**src/rtl/rm_controller.sv**
```systemverilog
// Instruction register and sequencing FSM for the 16-bit register/ALU datapath.
// Captures an instruction in WAIT and steps the datapath one control set per clock.
module rm_controller (
    input  logic        clk,
    input  logic        rst_n,
    input  logic        s,
    input  logic        load,
    input  logic [15:0] in,
    output logic        w,
    output logic        err,
    output logic [2:0]  readnum,
    output logic [2:0]  writenum,
    output logic [1:0]  vsel,
    output logic        loada,
    output logic        loadb,
    output logic        loadc,
    output logic        loads,
    output logic        write,
    output logic        asel,
    output logic        bsel,
    output logic [1:0]  shift,
    output logic [1:0]  ALUop,
    output logic [15:0] sximm5,
    output logic [15:0] sximm8
);

    typedef enum logic [2:0] {
        S_WAIT      = 3'd0,
        S_DECODE    = 3'd1,
        S_WRITE_IMM = 3'd2,
        S_GET_A     = 3'd3,
        S_GET_B     = 3'd4,
        S_OP        = 3'd5,
        S_WRITE_C   = 3'd6
    } state_t;

    state_t      state_q, state_d;
    logic [15:0] ir_q, ir_d;

    logic [2:0] opcode, rn, rd, rm;
    logic [1:0] op, sh;
    logic       is_mov_imm, is_mov_reg, is_alu, is_cmp, needs_a, supported;

    assign opcode = ir_q[15:13];
    assign op     = ir_q[12:11];
    assign rn     = ir_q[10:8];
    assign rd     = ir_q[7:5];
    assign sh     = ir_q[4:3];
    assign rm     = ir_q[2:0];

    assign is_mov_imm = (opcode == 3'b110) && (op == 2'b10);
    assign is_mov_reg = (opcode == 3'b110) && (op == 2'b00);
    assign is_alu     = (opcode == 3'b101);
    assign is_cmp     = is_alu && (op == 2'b01);
    // MVN (op=11) has no Rn operand; ADD, CMP and AND read both registers.
    assign needs_a    = is_alu && (op != 2'b11);
    assign supported  = is_mov_imm || is_mov_reg || is_alu;

    assign sximm5 = {{11{ir_q[4]}}, ir_q[4:0]};
    assign sximm8 = {{8{ir_q[7]}}, ir_q[7:0]};

    always_ff @(posedge clk or negedge rst_n) begin
        if (!rst_n) begin
            state_q <= S_WAIT;
            ir_q    <= 16'h0000;
        end else begin
            state_q <= state_d;
            ir_q    <= ir_d;
        end
    end

    always_comb begin
        state_d = state_q;
        ir_d    = ir_q;
        case (state_q)
            S_WAIT: begin
                if (load) ir_d = in;
                if (s)    state_d = S_DECODE;
            end
            S_DECODE: begin
                if (is_mov_imm)      state_d = S_WRITE_IMM;
                else if (needs_a)    state_d = S_GET_A;
                else if (supported)  state_d = S_GET_B;
                else                 state_d = S_WAIT;
            end
            S_WRITE_IMM: state_d = S_WAIT;
            S_GET_A:     state_d = S_GET_B;
            S_GET_B:     state_d = S_OP;
            S_OP:        state_d = is_cmp ? S_WAIT : S_WRITE_C;
            S_WRITE_C:   state_d = S_WAIT;
            default:     state_d = S_WAIT;
        endcase
    end

    // Moore outputs: everything derives from the registered state and IR.
    always_comb begin
        w        = 1'b0;
        err      = 1'b0;
        readnum  = 3'd0;
        writenum = 3'd0;
        vsel     = 2'b00;
        loada    = 1'b0;
        loadb    = 1'b0;
        loadc    = 1'b0;
        loads    = 1'b0;
        write    = 1'b0;
        asel     = 1'b0;
        bsel     = 1'b0;
        shift    = 2'b00;
        ALUop    = 2'b00;
        case (state_q)
            S_WAIT:   w = 1'b1;
            S_DECODE: err = !supported;
            S_WRITE_IMM: begin
                writenum = rn;
                vsel     = 2'b10;
                write    = 1'b1;
            end
            S_GET_A: begin
                readnum = rn;
                loada   = 1'b1;
            end
            S_GET_B: begin
                readnum = rm;
                loadb   = 1'b1;
            end
            S_OP: begin
                shift = sh;
                if (is_mov_reg) begin
                    asel  = 1'b1;
                    ALUop = 2'b00;
                end else begin
                    ALUop = op;
                end
                if (is_cmp) loads = 1'b1;
                else        loadc = 1'b1;
            end
            S_WRITE_C: begin
                writenum = rd;
                vsel     = 2'b00;
                write    = 1'b1;
            end
            default: ;
        endcase
    end

endmodule
```
**config.mk**
```make
export PLATFORM = sky130hd
export DESIGN_NAME = rm_controller
export DESIGN_NICKNAME = d
export VERILOG_FILES = /design/src/rtl/rm_controller.sv
export SDC_FILE = /design/constraint.sdc
export NUM_CORES = 1
export LEC_CHECK = 0
export ABC_AREA = 1
export BUFFER_PORTS_ARGS = -buffer_cell sky130_fd_sc_hd__buf_2
export CORE_MARGIN = 10
export CORE_UTILIZATION = 33
export CTS_CLUSTER_SIZE = 30
export DETAILED_ROUTE_END_ITERATION = 10
export GPL_TIMING_DRIVEN = 0
export PLACE_DENSITY = 0.67
export SETUP_SLACK_MARGIN = 0.5
export SYNTH_ARGS = -nofsm -noshare
export SYNTH_HDL_FRONTEND = slang
export SYNTH_SLANG_ARGS = --single-unit
```
**constraint.sdc**
```tcl
create_clock -name clk -period 1.35 [get_ports clk]
set_input_delay 0.27 -clock clk [delete_from_list [all_inputs] [get_ports clk]]
set_output_delay 0.27 -clock clk [all_outputs]
set_load 0.02 [all_outputs]
```
==> metrics.yaml, run 1 <==
worst_setup_path:
  reg2reg_depth: 11
  crit_fanout: 4
  critPathRequiredTime_ns: 1.08
  end_kind: "output pin"
  r2r_start: "state_q[0]"
  critical_path_class: "reg2out"
  endpoint: "w"
  crit_start: "state_q[0]"
  arrival_ns: 1.46
  worst_setup_path_start_kind: "register"
  ff2ff_setup_slack_ns: -0.26
  regToRegEndpoint: "ir_q[6]"
final_layout:
  fill_cells: 285
  fin_cells: 350
  drive_above_1_share: 0.780
  final_util: 0.748
  syn2layout_area_growth_pct: 119
  nets: 321
  antenna_cells: 0
floorplan:
  coreArea_mm2: 0.00400
  start_util: 0.342
  row_count: 23
  die_y_um: 84.4
  die_w_um: 84.4
  die-area_mm2: 0.00712
  num_io_pins: 73
synthesis:
  synth_fa_ha_area_frac: 0
  synth_cells: 180
  synthArstFlopShare: 1.00
  synth_seq_cells: 19
  netlist_area_mm2: 0.00137
  yosysSeqAreaShare: 0.347
  synth_xor_area_frac: 0
  synth_compound_area_frac: 0.0293
  yosysMostFrequentCell: "nand2_1"
  synthFlopType: "dfrtp_1"
  yosysUniqueCellTypes: 22
  yosysTopAreaCell: "dfrtp_1"
  synth_top_area_frac: 0.347
  syn_area_per_cell_um2: 7.60
  yosys-top-cells-count: "nand2_1 (37), buf_4 (34), nand3_1 (22)"
  synth_top_family_by_area: "simple AND/OR/NAND/NOR gates"
  synth.area.top_cells: "dfrtp_1 (35%), buf_4 (19%), nand2_1 (10%), nand3_1 (8.0%), nand2_2 (6.9%)"
  synth_warnings: 0
  synth-simple-area-share: 0.346
  synthMuxAreaShare: 0
  synth_edf_count: 0
global_routing:
  grt-ovfl-total: 0
  first_global_vias: 1602
  antenna_found_initial: 0
  grt.total_usage: 0.129
  grt_pass1_wl_um: 7730
  grt_max_degree: 20
cts:
  clockBufferDepth: 2
  cts_root_buffer: "clkbuf_8"
  cts_max_level: 1
  cts_sinks: 19
  cts_tree: "yes"
  cts_buffers: 3
  path_clk_slew_ns: 0.08
  clock_latency_ns: 0.27
power:
  p_int_mw: 4.84
  seq_power_share: 0.148
  p_leak_nw: 1.51
  power.switching_mw: 3.63
  ir_drop_uv: 1300
  p_comb_frac: 0.802
  power_density_mw_per_mm2: 2830
  clockPowerShare: 0.050
  p_sw_frac: 0.428
placement:
  detailed_place_hpwl_um: 3100
  port_buffers: 69
  finalWeightedCongestion: 0.770
  placedCellCount: 300
routing:
  first_pass_iters: 4
  routed_via_density: 4.47
  vias: 1565
  wl_per_cell_um: 15.0
  drc: 0
  first_iter_violations: 82
  ant_nets: 0
  wl_um: 5260
worst_hold_path:
  hp-class: "in2async"
sta:
  setup_ws_ns: -0.380
  clock.fmax_ghz: 0.578
  finalCritPeriodShare: 1.28
  fin_tns_setup_ns: -10.57
  finalMaxSlewViolations: 0
  setup_viol: 53
  rsz0062_at_grt: "true"
  fin_skew_ns: 0.0165
  holdWs_ns: -0.0615
  hold_viol_final: 19
  post-route-min-period_ns: 1.73
flow_run:
  maxCapViolations: 0
outcome:
  violations: "hold timing, setup timing"
  status: "finished, violations left"
==> worst min path at each step <==
stage / from / to / cells after the start
floorplan: rst_n / ir_q[0] / 0
global placement: rst_n / ir_q[12] / 1
detailed placement: rst_n / ir_q[12] / 1
CTS: rst_n / state_q[1] / 1
global route: rst_n / state_q[1] / 1
finish: rst_n / state_q[2] / 1
==> power by group through the flow <==
stage	logic (mW)	clock network [mW]	registers (mW)
2_1_floorplan	3.05	0	1.26
3_3_place_gp	3.85	0	1.34
3_5_place_dp	3.89	0	1.35
4_1_cts	5.89	0.412	1.29
5_1_grt	7.19	0.449	1.30
6_report	6.80	0.420	1.26
==> critical path: stages (launching register included) <==
cell     delay (ns)
dfrtp_2        0.45
buf_12         0.14
nor2_4         0.13
buf_6          0.13
nand2_8        0.06
inv_8          0.07
buf_8          0.09
buf_6          0.10
==> layout make-up <==
| type | instances | area, um^2 | share of cell area |
|---|---|---|---|
| Timing Repair Buffer | 115 | 1120 | 0.375 |
| Multi-Input combinational cell | 106 | 757 | 0.253 |
| Sequential cell | 19 | 495 | 0.166 |
| Buffer | 38 | 425 | 0.142 |
| Inverter | 18 | 85.1 | 0.0284 |
| Tap cell | 50 | 62.6 | 0.0209 |
| Clock buffer | 4 | 45.0 | 0.0151 |
==> cell families after synthesis <==
logic type | Yosys count
flops | 19
other cells | 1
buf+inv | 56
simple gates | 96
compound gates | 8
==> flip-flops by register name, indices dropped and copies added, names as in the netlist <==
name	cells
state_q	3
ir_q	16
==> metrics by stage <==
step,power (mW),worst slack [ns],area [um^2]
after floorplan,4.31,0.0473,1610
after global placement,5.19,-0.115,2020
after detailed placement,5.23,-0.120,2020
after CTS,7.59,-0.318,2730
after global routing,8.94,-0.416,2990
final,8.48,-0.380,2990
==> timing repair <==
| action | CTS | global route |
|---|---|---|
| gates resized for setup | 135 | 35 |
| cloned | 2 | 0 |
| setup buffers | 23 | 21 |
| pin swaps | 11 | 10 |
| endpoints found under the setup margin | 70 | 70 |
| endpoints found under the hold margin | 19 | 19 |
==> routing by layer <==
| metal | wire length, um | GRT usage | vias to the layer above |
|---|---|---|---|
| met5 | 0 | 0 | - |
| met4 | 93 | 0.0210 | 0 |
| met3 | 328 | 0.0464 | 9 |
| met2 | 2800 | 0.237 | 60 |
| met1 | 2030 | 0.141 | 734 |
| li1 | - | - | 762 |
==> cells in the final DEF, fill, tap and decap left out, drive strengths merged, types with 2 or more instances in the layout <==
cell type	n
nor2	19
clkbuf	6
clkinv	2
buf	151
nand2	54
nand3	22
inv	16
conb	2
o21ai	7
dfrtp	19
Power figures use the tool's default switching activity.
==> run 2, diff against run 1 <==
ABC_AREA = not set   (was 1)
REMOVE_ABC_BUFFERS = 1   (was not set)
==> metrics.yaml, run 2 <==
routing:
  routed_via_density: 4.83  # +8.0%
  first_iter_violations: 73  # -11%
  vias: 1193  # -24%
  first_pass_iters: 4  # unchanged
  wl_per_cell_um: 19.6  # +31%
  wl_um: 4840  # -7.9%
  drc: 0  # unchanged
  ant_nets: 0  # unchanged
worst_setup_path:
  cpPeakStageDelay_ns: 0.43  # -0.02 ns
  critPathRequiredTime_ns: 1.08  # about the same
  path_cells: "or3b_4 > or3_4 > nor2_4 > buf_6"
  regToRegEndpoint: "ir_q[4]"
  arrival_ns: 1.68  # +0.22 ns
  end_kind: "output pin"
  cpMaxStageDelayCell: "dfrtp_2"
  reg2reg_depth: 6  # -5
  r2r_start: "state_q[1]"
  worst_setup_path_start_kind: "register"
  crit_fanout: 7  # +3
  ff2ff_setup_slack_ns: -0.29  # -0.03 ns
  critical_path_class: "reg2out"
global_routing:
  grt-ovfl-total: 0  # unchanged
  first_global_vias: 1264  # -21%
  grt.total_usage: 0.119  # -0.00977
  grt_max_degree: 20  # unchanged
  grt_pass1_wl_um: 6910  # -11%
  antenna_found_initial: 0  # unchanged
sta:
  fin_skew_ns: 0.00691  # -0.00962 ns
  setup_ws_ns: -0.603  # -0.223 ns
  post-route-min-period_ns: 1.95  # +0.223 ns
  holdWs_ns: -0.0502  # +0.0114 ns
  hold_viol_final: 19  # unchanged
  finalCritPeriodShare: 1.45  # +0.165
  clock.fmax_ghz: 0.512  # -11%
  setup_viol: 37  # -30%
  finalMaxSlewViolations: 0  # unchanged
  rsz0062_at_grt: "true"
floorplan:
  num_io_pins: 73  # unchanged
  coreArea_mm2: 0.00377  # -5.7%
  die_w_um: 83.3  # -1.3%
  row_count: 22  # -4.3%
  die-area_mm2: 0.00694  # -2.5%
  start_util: 0.351  # +0.00883
  die_y_um: 83.3  # -1.3%
final_layout:
  layout_commonest_cell: "buf_6"
  drive_above_1_share: 0.824  # +0.0441
  nets: 220  # -31%
  syn2layout_area_growth_pct: 76.5
  top_regs: "ir_q x16, state_q x3"
  largest_reg_flops: 16  # unchanged
  final_cell_mix: "buf_6 (65), buf_2 (19), buf_4 (17)"
  antenna_cells: 0  # unchanged
  largest-register: "ir_q"
  fin_area_mm2: 0.00234  # -22%
cts:
  path_clk_slew_ns: 0.07  # about the same
  cts_sinks: 19  # unchanged
  clockBufferDepth: 2  # unchanged
  cts_root_buffer: "clkbuf_8"
  clock_latency_ns: 0.26  # about the same
  cts_buffers: 3  # unchanged
  cts_max_level: 1  # unchanged
  cts_tree: "yes"
synthesis:
  synthArstFlopShare: 1.00  # unchanged
  netlist_area_mm2: 0.00132  # -3.3%
  yosysSeqAreaShare: 0.359  # +0.0118
  synth.area.top_cells: "dfrtp_1 (36%), buf_4 (19%), mux2_4 (11%), mux2_2 (5.1%), nor2_1 (2.6%)"
  yosysMostFrequentCell: "buf_4"
  yosys-top-cells-count: "buf_4 (34), dfrtp_1 (19), mux2_4 (10)"
  synthFlopType: "dfrtp_1"
  yosysTopAreaCell: "dfrtp_1"
  synth_warnings: 0  # unchanged
  synth_top_area_frac: 0.359  # +0.0118
  synth_seq_cells: 19  # unchanged
  yosysUniqueCellTypes: 35  # +59%
  synth_cells: 126  # -30%
  syn_area_per_cell_um2: 10.5  # +38%
  synth_edf_count: 0  # unchanged
placement:
  postPlaceCellArea_mm2: 0.00145  # -28%
  detailed_place_hpwl_um: 2560  # -17%
  dp_slack_ns: -0.546  # -0.426 ns
  port_buffers: 70  # +1.4%
  finalWeightedCongestion: 0.743  # -3.5%
power:
  p_comb_frac: 0.759  # -0.043
  seq_power_share: 0.185  # +0.037
  power_density_mw_per_mm2: 3030  # +7.0%
  p_leak_nw: 1.10  # -27%
  power.switching_mw: 2.97  # -18%
  p_sw_frac: 0.420  # -0.00876
  ir_drop_uv: 1540  # +19%
  clockPowerShare: 0.057  # +0.007
  p_int_mw: 4.11  # -15%
flow_run:
  maxCapViolations: 0  # unchanged
outcome:
  status: "finished, violations left"
  violations: "hold timing, setup timing"
worst_hold_path:
  hp-class: "in2async"
==> run 2: cell count changes after synthesis, sizes merged, moves of 2 or more <==
cell / previous run / this run
mux2i: 0 / 3
or2: 0 / 2
nor2: 19 / 9
and2: 0 / 5
or3: 0 / 2
nand2: 54 / 3
or2b: 0 / 3
inv: 17 / 3
nand2b: 0 / 2
a22o: 0 / 3
nand3: 22 / 2
mux2: 0 / 16
o21ai: 7 / 1
nor3: 1 / 4
==> run 2: cell families (layout without fill, tap and decap cells) <==
logic type | count (synthesis) | in the layout | share of synthesized area
mux | 19 | 19 | 0.187
simple gates | 36 | 36 | 0.162
other cells | 1 | 2 | 0.00283
flops | 19 | 19 | 0.359
compound gates | 11 | 11 | 0.0605
buf+inv | 40 | 112 | 0.229
==> run 2: area by class of cell <==
type | count | area [um^2]
inverter | 3 | 13.8
tap | 48 | 60.1
multi-input combinational | 68 | 691
clock buffer | 4 | 45.0
timing repair buffer | 105 | 1040
fill | 301 | 1440
sequential | 19 | 489
==> run 2: through the flow <==
| step | instances | setup TNS (ns) | total power [mW] | utilization | hold WS, ns |
|---|---|---|---|---|---|
| 6_report | 247 | -10.76 | 7.08 | 0.619 | -0.0502 |
| 3_5_place_dp | 208 | -8.96 | 4.04 | 0.384 | 0.243 |
| 5_1_grt | 247 | -12.41 | 7.43 | 0.619 | -0.0250 |
| 2_1_floorplan | 90 | -24.12 | 3.02 | - | -0.0256 |
| 4_1_cts | 237 | -10.02 | 6.43 | 0.569 | -0.0375 |
| 3_3_place_gp | 208 | -8.51 | 4.02 | 0.384 | 0.241 |
==> run 2: power by group through the flow <==
stage / clock network, mW / registers [mW] / logic [mW]
final: 0.400 / 1.31 / 5.37
after global routing: 0.438 / 1.35 / 5.64
after global placement: 0 / 1.31 / 2.71
after CTS: 0.410 / 1.25 / 4.76
after floorplan: 0 / 1.79 / 1.23
after detailed placement: 0 / 1.32 / 2.72
==> run 2: worst max-delay path, delay by kind of cell, from the launching register on <==
kind | cells | cell delay [ns]
and+or+nand+nor | 3 | 0.87
DFF | 1 | 0.43
buffers and inverters | 1 | 0.12
==> run 2: repair_timing <==
| action | 4_1_cts | 5_1_grt |
|---|---|---|
| pin swaps | 12 | 13 |
| cloned | 1 | 0 |
| buffers inserted | 24 | 10 |
| gates resized for setup | 141 | 31 |
| hold endpoints to repair | 19 | 19 |
| endpoints found under the setup margin | 70 | 70 |
==> run 2: worst max-delay path by stage <==
stage / start / end
6_report: ir_q[14] / asel
4_1_cts: ir_q[13] / asel
3_3_place_gp: state_q[2] / readnum[2]
3_5_place_dp: state_q[2] / readnum[1]
5_1_grt: ir_q[14] / asel
2_1_floorplan: ir_q[4] / shift[1]
==> run 2: per-layer routing <==
metal,vias to the layer above,global-route usage,wire (um)
li1,540,-,-
met1,597,0.133,1800
met2,54,0.219,2770
met3,2,0.0273,236
met4,0,0.0323,36
met5,-,0,0
